**config.mk**
```make
export PLATFORM = sky130hd
export DESIGN_NAME = rvc_fetch_align
export DESIGN_NICKNAME = d
export VERILOG_FILES = /design/src/rtl/rvc_pkg.sv /design/src/rtl/rvc_expand.sv /design/src/rtl/rvc_fetch_align.sv
export SDC_FILE = /design/constraint.sdc
export NUM_CORES = 1
export LEC_CHECK = 0
export CAP_MARGIN = 40
export CORE_AREA = 2 2 134 136
export DETAILED_ROUTE_END_ITERATION = 7
export DIE_AREA = 0 0 136 138
export PLACE_DENSITY = 0.78
export SLEW_MARGIN = 20
export SYNTH_ARGS = -nofsm -noshare
export SYNTH_HDL_FRONTEND = slang
export SYNTH_HIERARCHICAL = 1
export SYNTH_SLANG_ARGS = --single-unit
export TNS_END_PERCENT = 1
```
**constraint.sdc**
```tcl
create_clock -name I_clk -period 9.5 [get_ports I_clk]
set_input_delay 1.425 -clock I_clk [delete_from_list [all_inputs] [get_ports I_clk]]
set_output_delay 1.425 -clock I_clk [all_outputs]
set_load 0.05 [all_outputs]
```
**src/rtl/rvc_pkg.sv**
```systemverilog
`default_nettype none
// ============================================================================
//  Module      : rvc_pkg
//  Description : Shared RV32 opcode / RVC field constants and register helper
//  Revision    : 1.0 - initial release
// ============================================================================
package rvc_pkg;

   // 32-bit base opcodes produced by the expander
   localparam logic [6:0] c_OP_IMM = 7'b0010011;
   localparam logic [6:0] c_LUI    = 7'b0110111;
   localparam logic [6:0] c_LOAD   = 7'b0000011;
   localparam logic [6:0] c_STORE  = 7'b0100011;
   localparam logic [6:0] c_JAL    = 7'b1101111;
   localparam logic [6:0] c_JALR   = 7'b1100111;
   localparam logic [6:0] c_BRANCH = 7'b1100011;
   localparam logic [6:0] c_OP     = 7'b0110011;
   localparam logic [6:0] c_SYSTEM = 7'b1110011;

   // Compressed quadrants
   localparam logic [1:0] c_Q0 = 2'b00;
   localparam logic [1:0] c_Q1 = 2'b01;
   localparam logic [1:0] c_Q2 = 2'b10;

   // Compressed funct3 codes
   localparam logic [2:0] c_F3_000 = 3'b000;
   localparam logic [2:0] c_F3_001 = 3'b001;
   localparam logic [2:0] c_F3_010 = 3'b010;
   localparam logic [2:0] c_F3_011 = 3'b011;
   localparam logic [2:0] c_F3_100 = 3'b100;
   localparam logic [2:0] c_F3_101 = 3'b101;
   localparam logic [2:0] c_F3_110 = 3'b110;
   localparam logic [2:0] c_F3_111 = 3'b111;

   // Three-bit compressed register field addresses x8..x15
   function automatic logic [4:0] creg(input logic [2:0] i_r);
      return {2'b01, i_r};
   endfunction

endpackage
`default_nettype wire

```
**src/rtl/rvc_expand.sv**
```systemverilog
`default_nettype none
// ============================================================================
//  Module      : rvc_expand
//  Description : Combinational RV32C 16-bit to 32-bit instruction expander
//  Revision    : 1.0 - initial release
// ============================================================================
module rvc_expand
   import rvc_pkg::*;
#(
   parameter int C_EN = 1
)(
   input  logic [15:0] I_instr,
   output logic [31:0] O_data,
   output logic        O_illegal
);

   logic [15:0] w_c;
   logic [4:0]  w_rd;
   logic [4:0]  w_rs2;
   logic [4:0]  w_rdp;
   logic [4:0]  w_rs1p;
   logic [20:0] w_joff;
   logic [12:0] w_boff;
   logic [31:0] w_data;
   logic        w_ill;

   assign w_c    = I_instr;
   assign w_rd   = w_c[11:7];
   assign w_rs2  = w_c[6:2];
   assign w_rdp  = creg(w_c[4:2]);
   assign w_rs1p = creg(w_c[9:7]);

   assign w_joff = {{10{w_c[12]}}, w_c[8], w_c[10:9], w_c[6], w_c[7], w_c[2],
                    w_c[11], w_c[5:3], 1'b0};
   assign w_boff = {{5{w_c[12]}}, w_c[6:5], w_c[2], w_c[11:10], w_c[4:3], 1'b0};

   always_comb begin
      w_data = '0;
      w_ill  = 1'b0;
      case (w_c[1:0])
         c_Q0: begin
            case (w_c[15:13])
               c_F3_000: begin
                  w_data = {2'b00, w_c[10:7], w_c[12:11], w_c[5], w_c[6], 2'b00,
                            5'd2, 3'b000, w_rdp, c_OP_IMM};
                  w_ill  = (w_c[12:5] == 8'd0);
               end
               c_F3_010: w_data = {5'b0, w_c[5], w_c[12:10], w_c[6], 2'b00,
                                   w_rs1p, 3'b010, w_rdp, c_LOAD};
               c_F3_110: w_data = {5'b0, w_c[5], w_c[12], w_rdp, w_rs1p, 3'b010,
                                   w_c[11:10], w_c[6], 2'b00, c_STORE};
               default:  w_ill  = 1'b1;
            endcase
         end
         c_Q1: begin
            case (w_c[15:13])
               c_F3_000: w_data = {{7{w_c[12]}}, w_c[6:2], w_rd, 3'b000, w_rd, c_OP_IMM};
               c_F3_001: w_data = {w_joff[20], w_joff[10:1], w_joff[11], w_joff[19:12],
                                   5'd1, c_JAL};
               c_F3_010: w_data = {{7{w_c[12]}}, w_c[6:2], 5'd0, 3'b000, w_rd, c_OP_IMM};
               c_F3_011: begin
                  w_ill = ({w_c[12], w_c[6:2]} == 6'd0);
                  if (w_rd == 5'd2)
                     w_data = {{3{w_c[12]}}, w_c[4:3], w_c[5], w_c[2], w_c[6], 4'b0000,
                               5'd2, 3'b000, 5'd2, c_OP_IMM};
                  else
                     w_data = {{15{w_c[12]}}, w_c[6:2], w_rd, c_LUI};
               end
               c_F3_100: begin
                  case (w_c[11:10])
                     2'b00: begin
                        w_data = {7'b0000000, w_c[6:2], w_rs1p, 3'b101, w_rs1p, c_OP_IMM};
                        w_ill  = w_c[12];
                     end
                     2'b01: begin
                        w_data = {7'b0100000, w_c[6:2], w_rs1p, 3'b101, w_rs1p, c_OP_IMM};
                        w_ill  = w_c[12];
                     end
                     2'b10: w_data = {{7{w_c[12]}}, w_c[6:2], w_rs1p, 3'b111, w_rs1p, c_OP_IMM};
                     default: begin
                        // c[12]=1 selects the RV64-only SUBW/ADDW group
                        if (w_c[12]) begin
                           w_ill = 1'b1;
                        end else begin
                           case (w_c[6:5])
                              2'b00:   w_data = {7'b0100000, w_rdp, w_rs1p, 3'b000, w_rs1p, c_OP};
                              2'b01:   w_data = {7'b0000000, w_rdp, w_rs1p, 3'b100, w_rs1p, c_OP};
                              2'b10:   w_data = {7'b0000000, w_rdp, w_rs1p, 3'b110, w_rs1p, c_OP};
                              default: w_data = {7'b0000000, w_rdp, w_rs1p, 3'b111, w_rs1p, c_OP};
                           endcase
                        end
                     end
                  endcase
               end
               c_F3_101: w_data = {w_joff[20], w_joff[10:1], w_joff[11], w_joff[19:12],
                                   5'd0, c_JAL};
               c_F3_110: w_data = {w_boff[12], w_boff[10:5], 5'd0, w_rs1p, 3'b000,
                                   w_boff[4:1], w_boff[11], c_BRANCH};
               default:  w_data = {w_boff[12], w_boff[10:5], 5'd0, w_rs1p, 3'b001,
                                   w_boff[4:1], w_boff[11], c_BRANCH};
            endcase
         end
         c_Q2: begin
            case (w_c[15:13])
               c_F3_000: begin
                  w_data = {7'b0000000, w_c[6:2], w_rd, 3'b001, w_rd, c_OP_IMM};
                  w_ill  = w_c[12];
               end
               c_F3_010: w_data = {4'b0000, w_c[3:2], w_c[12], w_c[6:4], 2'b00,
                                   5'd2, 3'b010, w_rd, c_LOAD};
               c_F3_100: begin
                  if (!w_c[12]) begin
                     if (w_rs2 == 5'd0) begin
                        w_data = {12'd0, w_rd, 3'b000, 5'd0, c_JALR};
                        w_ill  = (w_rd == 5'd0);
                     end else begin
                        w_data = {7'b0000000, w_rs2, 5'd0, 3'b000, w_rd, c_OP};
                     end
                  end else if (w_rs2 == 5'd0) begin
                     if (w_rd == 5'd0)
                        w_data = {12'd1, 5'd0, 3'b000, 5'd0, c_SYSTEM};
                     else
                        w_data = {12'd0, w_rd, 3'b000, 5'd1, c_JALR};
                  end else begin
                     w_data = {7'b0000000, w_rs2, w_rd, 3'b000, w_rd, c_OP};
                  end
               end
               c_F3_110: w_data = {4'b0000, w_c[8:7], w_c[12], w_rs2, 5'd2, 3'b010,
                                   w_c[11:9], 2'b00, c_STORE};
               default:  w_ill  = 1'b1;
            endcase
         end
         default: w_ill = 1'b1;
      endcase
      if (w_ill || (C_EN == 0)) begin
         w_data = '0;
         w_ill  = 1'b1;
      end
   end

   assign O_data    = w_data;
   assign O_illegal = w_ill;

endmodule
`default_nettype wire

```
**src/rtl/rvc_fetch_align.sv**
```systemverilog
`default_nettype none
// ============================================================================
//  Module      : rvc_fetch_align
//  Description : Halfword fetch buffer, instruction re-aligner and RVC expander
//  Revision    : 1.0 - initial release
// ============================================================================
module rvc_fetch_align
   import rvc_pkg::*;
#(
   parameter int          BUF_HW   = 4,
   parameter int          C_EN     = 1,
   parameter logic [31:0] RESET_PC = 32'h0000_0000
)(
   input  logic        I_clk,
   input  logic        I_rst_n,
   input  logic        I_flush,
   input  logic [31:0] I_flushpc,
   input  logic        I_fvalid,
   input  logic [31:0] I_fdata,
   output logic        O_fready,
   output logic        O_valid,
   input  logic        I_ready,
   output logic [31:0] O_data,
   output logic [31:0] O_pc,
   output logic [31:0] O_pcincr,
   output logic        O_illegal
);

   localparam int            PW      = $clog2(BUF_HW);
   localparam int            CW      = PW + 1;
   localparam logic [CW-1:0] c_DEPTH = CW'(BUF_HW);

   logic [15:0]   r_buf [BUF_HW];
   logic [PW-1:0] r_rptr;
   logic [PW-1:0] r_wptr;
   logic [CW-1:0] r_cnt;
   logic [31:0]   r_pc;
   logic          r_droplow;

   logic [15:0]   w_hd0;
   logic [15:0]   w_hd1;
   logic          w_is32;
   logic          w_push;
   logic          w_pop;
   logic [CW-1:0] w_free;
   logic [CW-1:0] w_add;
   logic [CW-1:0] w_sub;
   logic [PW-1:0] w_wstep;
   logic [PW-1:0] w_rstep;
   logic [31:0]   w_xdata;
   logic          w_xill;
   logic          w_unused;

   assign w_unused = I_flushpc[0];

   assign w_hd0   = r_buf[r_rptr];
   assign w_hd1   = r_buf[r_rptr + PW'(1)];
   assign w_is32  = (w_hd0[1:0] == 2'b11);
   assign w_free  = c_DEPTH - r_cnt;

   assign O_fready = (w_free >= CW'(2));
   assign O_valid  = w_is32 ? (r_cnt >= CW'(2)) : (r_cnt != '0);

   assign w_push  = I_fvalid & O_fready;
   assign w_pop   = O_valid & I_ready;
   assign w_wstep = r_droplow ? PW'(1) : PW'(2);
   assign w_rstep = w_is32 ? PW'(2) : PW'(1);
   assign w_add   = w_push ? (r_droplow ? CW'(1) : CW'(2)) : '0;
   assign w_sub   = w_pop ? (w_is32 ? CW'(2) : CW'(1)) : '0;

   rvc_expand #(
      .C_EN      (C_EN)
   ) u_expand (
      .I_instr   (w_hd0),
      .O_data    (w_xdata),
      .O_illegal (w_xill)
   );

   // Outputs read as zero whenever nothing is presented, including in reset
   assign O_data    = !O_valid ? 32'd0 : (w_is32 ? {w_hd1, w_hd0} : w_xdata);
   assign O_pcincr  = !O_valid ? 32'd0 : (w_is32 ? 32'd4 : 32'd2);
   assign O_illegal = O_valid & ~w_is32 & w_xill;
   assign O_pc      = r_pc;

   always_ff @(posedge I_clk) begin
      if (w_push && !I_flush) begin
         if (r_droplow) begin
            r_buf[r_wptr] <= I_fdata[31:16];
         end else begin
            r_buf[r_wptr]          <= I_fdata[15:0];
            r_buf[r_wptr + PW'(1)] <= I_fdata[31:16];
         end
      end
   end

   always_ff @(posedge I_clk or negedge I_rst_n) begin
      if (!I_rst_n) begin
         r_rptr    <= '0;
         r_wptr    <= '0;
         r_cnt     <= '0;
         r_pc      <= RESET_PC;
         r_droplow <= RESET_PC[1];
      end else if (I_flush) begin
         r_rptr    <= '0;
         r_wptr    <= '0;
         r_cnt     <= '0;
         r_pc      <= {I_flushpc[31:1], 1'b0};
         r_droplow <= I_flushpc[1];
      end else begin
         if (w_push) begin
            r_wptr    <= r_wptr + w_wstep;
            r_droplow <= 1'b0;
         end
         if (w_pop) begin
            r_rptr <= r_rptr + w_rstep;
            r_pc   <= r_pc + O_pcincr;
         end
         r_cnt <= r_cnt + w_add - w_sub;
      end
   end

endmodule
`default_nettype wire

```
# --- Word-level counts from Yosys, hierarchy flattened ---
# Memory sizes are Yosys's and may differ from the RTL's.
# Index checks and enable logic that the tools add are counted.
totals:
  regBits: 40
  latchBits: 0
  ram_bits: 64
  rom_bits: 0
  word_cells: 100
  mem_count: 1
mem_list:
  columns: ["memory", "words", "width", "rd", "rd_ports_with_merged_regs", "write_ports", "line_no", "source"]
  rows:
  - ["r_buf", 4, 16, 2, 0, 2, "rvc_fetch_align.sv:33", "logic [15:0] r_buf [BUF_HW];"]
op_classes:
  addsub: 8
  mul: 0
  div: 0
  magnitude_cmp: 2
  eq_ne: 14
  shift: 0
  mux: 49
  n_bitwise: 6
  n_reduce_logical: 15
ops:
  columns: ["operator", "n"]
  rows:
  - ["32-bit one-hot mux with 7 select lines", 1]
  - ["32-bit one-hot mux with 3 select lines", 2]
  - ["32-bit 2-to-1 mux", 5]
  - ["32-bit one-hot mux with 4 select lines", 1]
  - ["31-bit one-hot mux with 3 select lines", 1]
  - ["30-bit one-hot mux with 3 select lines", 1]
  - ["25-bit 2-to-1 mux", 3]
  - ["32-bit by 3-bit adder with 32-bit output", 1]
  - ["31-bit 2-to-1 mux", 1]
  - ["29-bit 2-to-1 mux", 1]
  - ["21-bit 2-to-1 mux", 1]
  - ["2-bit 2-to-1 mux", 10]
  - ["16-bit 2-to-1 mux", 1]
  - ["1-bit 2-to-1 mux", 13]
  - ["5-bit logical NOT", 2]
  - ["3-bit equality test, second input constant", 3]
  - ["3-bit 2-to-1 mux", 3]
  - ["2-bit equality test, second input constant", 4]
  - ["8-bit logical NOT", 1]
  - ["2-bit by 1-bit equality test with 1-bit output, second input constant", 3]
  - ["3-bit by 2-bit equality test with 1-bit output, second input constant", 2]
  - ["3-bit by 2-bit greater-or-equal comparator with 1-bit output, second input constant", 2]
  - ["2-bit logical NOT", 3]
  - ["6-bit logical NOT", 1]
  - ["18 further kinds", 28]

# --- Longest topological paths before layout ---
# An unclocked memory read counts as a cell.
depth:
  depth_word: 10
  mapped_depth: 14
  mapped_depth_nobuf: 13

# --- By module ---
# Netlist, hierarchy kept.
by_module_without_submodules:
  columns: ["mod", "n_inst", "cells_per_inst", "area_each_um2"]
  rows:
  - ["rvc_fetch_align", 1, 609, 6849.1]
  - ["rvc_expand", 1, 281, 1641.6]

# --- Worst setup path after synthesis ---
# Ideal clock, no wire load.
synth_timing:
  path_kind: "register -> output"
  from: "register r_rptr[0]"
  to: "output O_data[14]"
  arrival_time_ns: 3.958
  required_time_ns: 8.075
  setup_slack_ns: 4.117
  stages_incl_launch_ff: 13
  path_buffers: 4
  path_cell_list: "dfrtp_1 > buf_2 > clkbuf_1 > clkbuf_1 > mux4_2 > nand2b_1 > and3_1 > o31ai_2 > or3b_4 > buf_6 > a211oi_2 > nand2_1 > a21oi_1"
synth_rtl:
  columns: ["item", "line_no", "source"]
  rows:
  - ["from (decl)", "rvc_fetch_align.sv:34", "logic [PW-1:0] r_rptr;"]
  - ["from (signal assigned)", "rvc_fetch_align.sv:115", "r_rptr <= r_rptr + w_rstep;"]
  - ["memory 4 x 16 bit *", null, null]
  - ["net w_hd0[10]", "rvc_fetch_align.sv:40", "logic [15:0] w_hd0;"]
  - ["2-bit by 1-bit equality test with 1-bit output, or another cell as far along", "rvc_expand.sv:70", "case (w_c[11:10])"]
  - ["2-bit OR reduction (no line) or 1-bit 2-to-1 mux (tied branches)", null, null]
  - ["1-bit one-hot mux with 2 select lines or 1-bit 2-to-1 mux (tied branches)", "rvc_expand.sv:70, rvc_expand.sv:112", null]
  - ["1-bit one-hot mux with 2 select lines or 1-bit one-hot mux with 3 select lines (tied branches)", "rvc_expand.sv:56, rvc_expand.sv:104", null]
  - ["1-bit one-hot mux with 3 select lines", "rvc_expand.sv:40", "case (w_c[1:0])"]
  - ["32-bit 2-to-1 mux *", "rvc_expand.sv:135", "if (w_ill || (C_EN == 0)) begin"]
  - ["net w_xdata[14]", "rvc_fetch_align.sv:50", "logic [31:0] w_xdata;"]
  - ["32-bit 2-to-1 mux * (2 in a row)", "rvc_fetch_align.sv:80", "assign O_data = !O_valid ? 32'd0 : (w_is32 ? {w_hd1, w_hd0} : w_xdata);"]
  - ["to (decl)", "rvc_fetch_align.sv:23", "output logic [31:0] O_data,"]
# Mark *: on every way through the listed nets, which the timed path passes. The rest lies on a longest branch.

# --- Worst setup path after layout ---
layout_timing:
  from: "register r_rptr[1]"
  to: "output O_data[15]"
layout_rtl:
  columns: ["item", "line_no"]
  rows:
  - ["memory 4 x 16 bit *", null]
  - ["net w_hd0[13]", "rvc_fetch_align.sv:40"]
  - ["3-bit by 2-bit equality test with 1-bit output or 3-bit equality test (tied branches)", "rvc_expand.sv:42, rvc_expand.sv:56, rvc_expand.sv:104"]
  - ["2-bit OR reduction (no line)", null]
  - ["1-bit one-hot mux with 3 select lines or 1-bit one-hot mux with 2 select lines (tied branches)", "rvc_expand.sv:104, rvc_expand.sv:42"]
  - ["1-bit one-hot mux with 3 select lines", "rvc_expand.sv:40"]
  - ["32-bit 2-to-1 mux *", "rvc_expand.sv:135"]
  - ["net w_xdata[15]", "rvc_fetch_align.sv:50"]
  - ["32-bit 2-to-1 mux * (2 in a row)", "rvc_fetch_align.sv:80"]
# Marked as above.

==> results.toml <==
[synthesis]
synth_compound_area_frac = 0.1764
synthTopCellsByArea = "edfxtp_1 (23%), dfrtp_1 (11%), mux4_2 (8.5%)"
synth.yosys.warnings = 6
postSynth.asyncResetShare = 0.3786
ys_types = 83
synth_top_area_cell = "edfxtp_1"
synth-adder-area-share = 0.02151
syn-cell-area_um2 = 8491
synthSimpleGateAreaFrac = 0.1805
synth_xor_area_frac = 0.02166
synth_top_family_by_area = "simple AND/OR/NAND/NOR gates"
synth_edf_count = 64
ys_seq_area_frac = 0.3413
ys.flop_type = "edfxtp_1"
synth_top_area_share = 0.2263
avgSynthCellArea_um2 = 9.540
synthMuxAreaShare = 0.1799
ys_ff_latch = 103
synth_cells = 890

[placed_design]
dpl-instance-area_um2 = 9821
port_buffers = 135
place_congestion = 1.004
dp_slack_ns = 3.616
hpwl_um = 17530
placed_cells = 1193

[worst_setup_path]
r2r_start = "r_rptr[1]"
worstSetupEndpointType = "output pin"
cp_max_fo = 35
cp_top_family = "buffers and inverters"
worst_ep_arrival_time_ns = 4.92
crit_path_frequent_cell = "a21oi_1"
timing.rr.end = "O_pc[31]"
slowest_stage = "mux4_2"
critical_path_class = "flip-flop to output pin"
rrSetupSlack_ns = 5.09
crit_path_max_incr_delay_ns = 0.89
reg2regPathDepth = 9
worstPathCellList = "buf_4 -> mux4_2 -> nor2_1 -> nand2_1 -> a21oi_1 -> o31ai_1 -> a21oi_1 -> nand2_1 -> a21oi_1 -> clkdlybuf4s50_1"
cp-start-kind = "flip-flop"
worst_ep_required_time_ns = 8.08
path_buf_inv = 2

[clock_tree]
cts_buffer_depth = 2
cts-root-buf = "clkbuf_16"
post_cts_buffers = 0
htreeDepth = 3
cts_hold_buf = 0
clk_latency_ns = 0.36
clk_pin_slew_ns = 0.07
cts_resized = 0
numCtsBuffers = 9
clock_sinks = 103
cts_tree = "yes"

[die]
die_area_um2 = 18770
fp.dieH_um = 138
dieWidth_um = 136
initial_core_util = 0.4842
io_pins = 168
coreArea_um2 = 17530
std_cell_rows = 49

[drt]
routed_via_density = 6.335
wl_um = 25380
drc = 0
dr.pass1.iters = 5
wire_per_inst_um = 20.94
drtIter0Drc = 827
ant_nets = 0
vias = 7678

[timing]
hold_violations = 0
tightestPinTransition_ns = 0.8895
finalWorstSetupSlack_ns = 3.152
tns_ns = 0
slew_headroom = 0.4048
fmax_ghz = 0.1575
finalCriticalPeriod_ns = 6.348
slew_viol_final = 0
setup_viol = 0
grt_setup_unrepaired = "false"
fin_worst_skew_ns = 0.01066
period_share = 0.6682

[grt]
grt_usage = 0.2692
antenna_found_initial = 0
grt_max_degree = 57
grt_overflow_total = 0
grt_pass1_vias = 7360
grt_pass1_wl_um = 39930

[min_path]
hold_start = "O_pc[31]"
hp-class = "flip-flop to flip-flop"
holdPathStages = 2
hold_end = "O_pc[31]"

[layout]
area_delta_synth_final_pct = 19.81
final_cell_area_um2 = 10170
fin_nets = 1059
fill_cells = 1506
instances_no_fill = 1212
num_antenna_cells = 0
multi_input_area_um2 = 5074
seq_area_um2 = 2898
utilization = 0.5801
drive_gt1_frac = 0.1617

[power_and_ir_drop]
switchingPower_mw = 1.886
power_frac_clock = 0.113
cell_internal_pwr_mw = 1.563
switching_share = 0.5468
p_seq_frac = 0.178
power_density_nw_per_um2 = 339.0
leakage_nw = 3.507
p_comb_frac = 0.709
ir_worst_vdd_mv = 0.1744

[run]
maxCapViolations = 0

[status]
status = "complete, no violations"
-- per-stage QoR --
| step | power (mW) | hold WS (ns) |
|---|---|---|
| floorplan | 2.378 | 0.5789 |
| global placement | 2.960 | 0.5550 |
| detailed placement | 2.995 | 0.5666 |
| CTS | 3.397 | 0.5764 |
| global route | 3.605 | 0.6050 |
| finish | 3.449 | 0.5808 |
-- worst reg2reg max path: stages, from the launching register on --
cell     delay (ns)
dfrtp_1        0.34
buf_4          0.45
mux4_2         0.83
nand3_2        0.63
inv_2          0.39
fa_1           0.49
nand2_1        0.29
a21o_1         0.27
or4_1          0.48
a31oi_1        0.18
-- layout make-up --
cell class / count / area share
multi-input cells: 691 / 0.4988
flip-flops and latches: 103 / 0.2849
repair buffers: 152 / 0.1494
well taps: 229 / 0.02817
clock buffers: 9 / 0.02214
clock inverters: 7 / 0.008364
inverters: 21 / 0.008241
-- registers in the layout, summed over array words and instances, names as in the netlist --
name,count
r_wptr,2
r_rptr,2
r_cnt,3
O_pc,31
r_droplow,1
r_buf,64
-- Yosys cell counts, types with 4 or more instances --
cell type and n:
nand2_1 117, a21oi_1 67, edfxtp_1 64, mux2_2 59
clkbuf_1 48, dfrtp_1 39, nor2_1 39, buf_4 36
nand3_1 35, mux4_2 32, o21ai_0 32, inv_1 17
o21ai_1 17, a31oi_1 15, nand3b_1 15, xnor2_1 14
nor3_1 13, buf_2 10, mux2_1 10, o31ai_1 10
ha_1 9, nor2b_1 9, a21o_1 8, and2_1 8
nand2b_1 8, nand4_1 8, o211ai_1 8, or4_1 8
a211oi_1 7, or3_1 7, xor2_1 7, buf_1 5
buf_6 5, nor4_1 5, a21boi_0 4, a32oi_1 4
and3_1 4, and4_1 4, o221ai_1 4, o22ai_1 4
or2_2 4
-- routing by layer --
layer  GRT usage  routed length (um)  vias to the layer above
li1            -                   -                     3450
met1      0.3518                9718                     3647
met2      0.4451               12440                      491
met3     0.03777                2324                       90
met4      0.1168                 899                        0
met5           0                   0                        -
-- power groups by stage --
stage | combinational, mW | sequential (mW) | clock, mW
6_report | 2.44 | 0.613 | 0.391
2_1_floorplan | 1.72 | 0.657 | 0
3_5_place_dp | 2.38 | 0.620 | 0
5_1_grt | 2.57 | 0.621 | 0.409
4_1_cts | 2.39 | 0.612 | 0.394
3_3_place_gp | 2.33 | 0.625 | 0
-- logic make-up (layout without fill, tap and decap cells) --
family / after synthesis / count (layout)
compound gates: 220 / 220
xor+xnor: 21 / 21
fa+ha+maj: 13 / 13
buf+inv: 126 / 189
flops: 103 / 103
mux: 104 / 104
other cells: 1 / 31
simple gates: 302 / 302
-- worst max path at each step --
stage	from	slack, ns	to	depth (start not counted)
global placement	r_rptr[0]	3.32	O_data[15]	10
CTS	r_rptr[1]	3.23	O_data[30]	10
finish	r_rptr[1]	3.15	O_data[15]	10
floorplan	r_rptr[0]	4.12	O_data[14]	12
detailed placement	r_rptr[1]	3.62	O_data[30]	10
global route	r_rptr[1]	2.96	O_data[15]	10
-- cell usage in the layout, fill, tap and decap left out, types with 6 or more instances in the layout --
master	instances
xnor2_1	14
clkbuf_16	9
nand3b_1	15
nor2b_1	9
buf_4	8
nand4_1	8
nor2_1	38
inv_1	17
nand3_1	35
o21ai_0	32
a21oi_1	67
nor3_1	12
conb_1	31
dfrtp_1	39
o21ai_1	17
ha_1	9
a31oi_1	15
mux2_1	10
or4_1	8
clkdlybuf4s50_1	133
nand2b_1	8
o31ai_1	10
xor2_1	7
mux2_2	59
or3_1	7
nand2_1	117
mux4_2	32
a21o_1	8
and2_1	8
o211ai_1	8
edfxtp_1	64
a211oi_1	6
No activity file was read; power rests on OpenSTA's default activity.
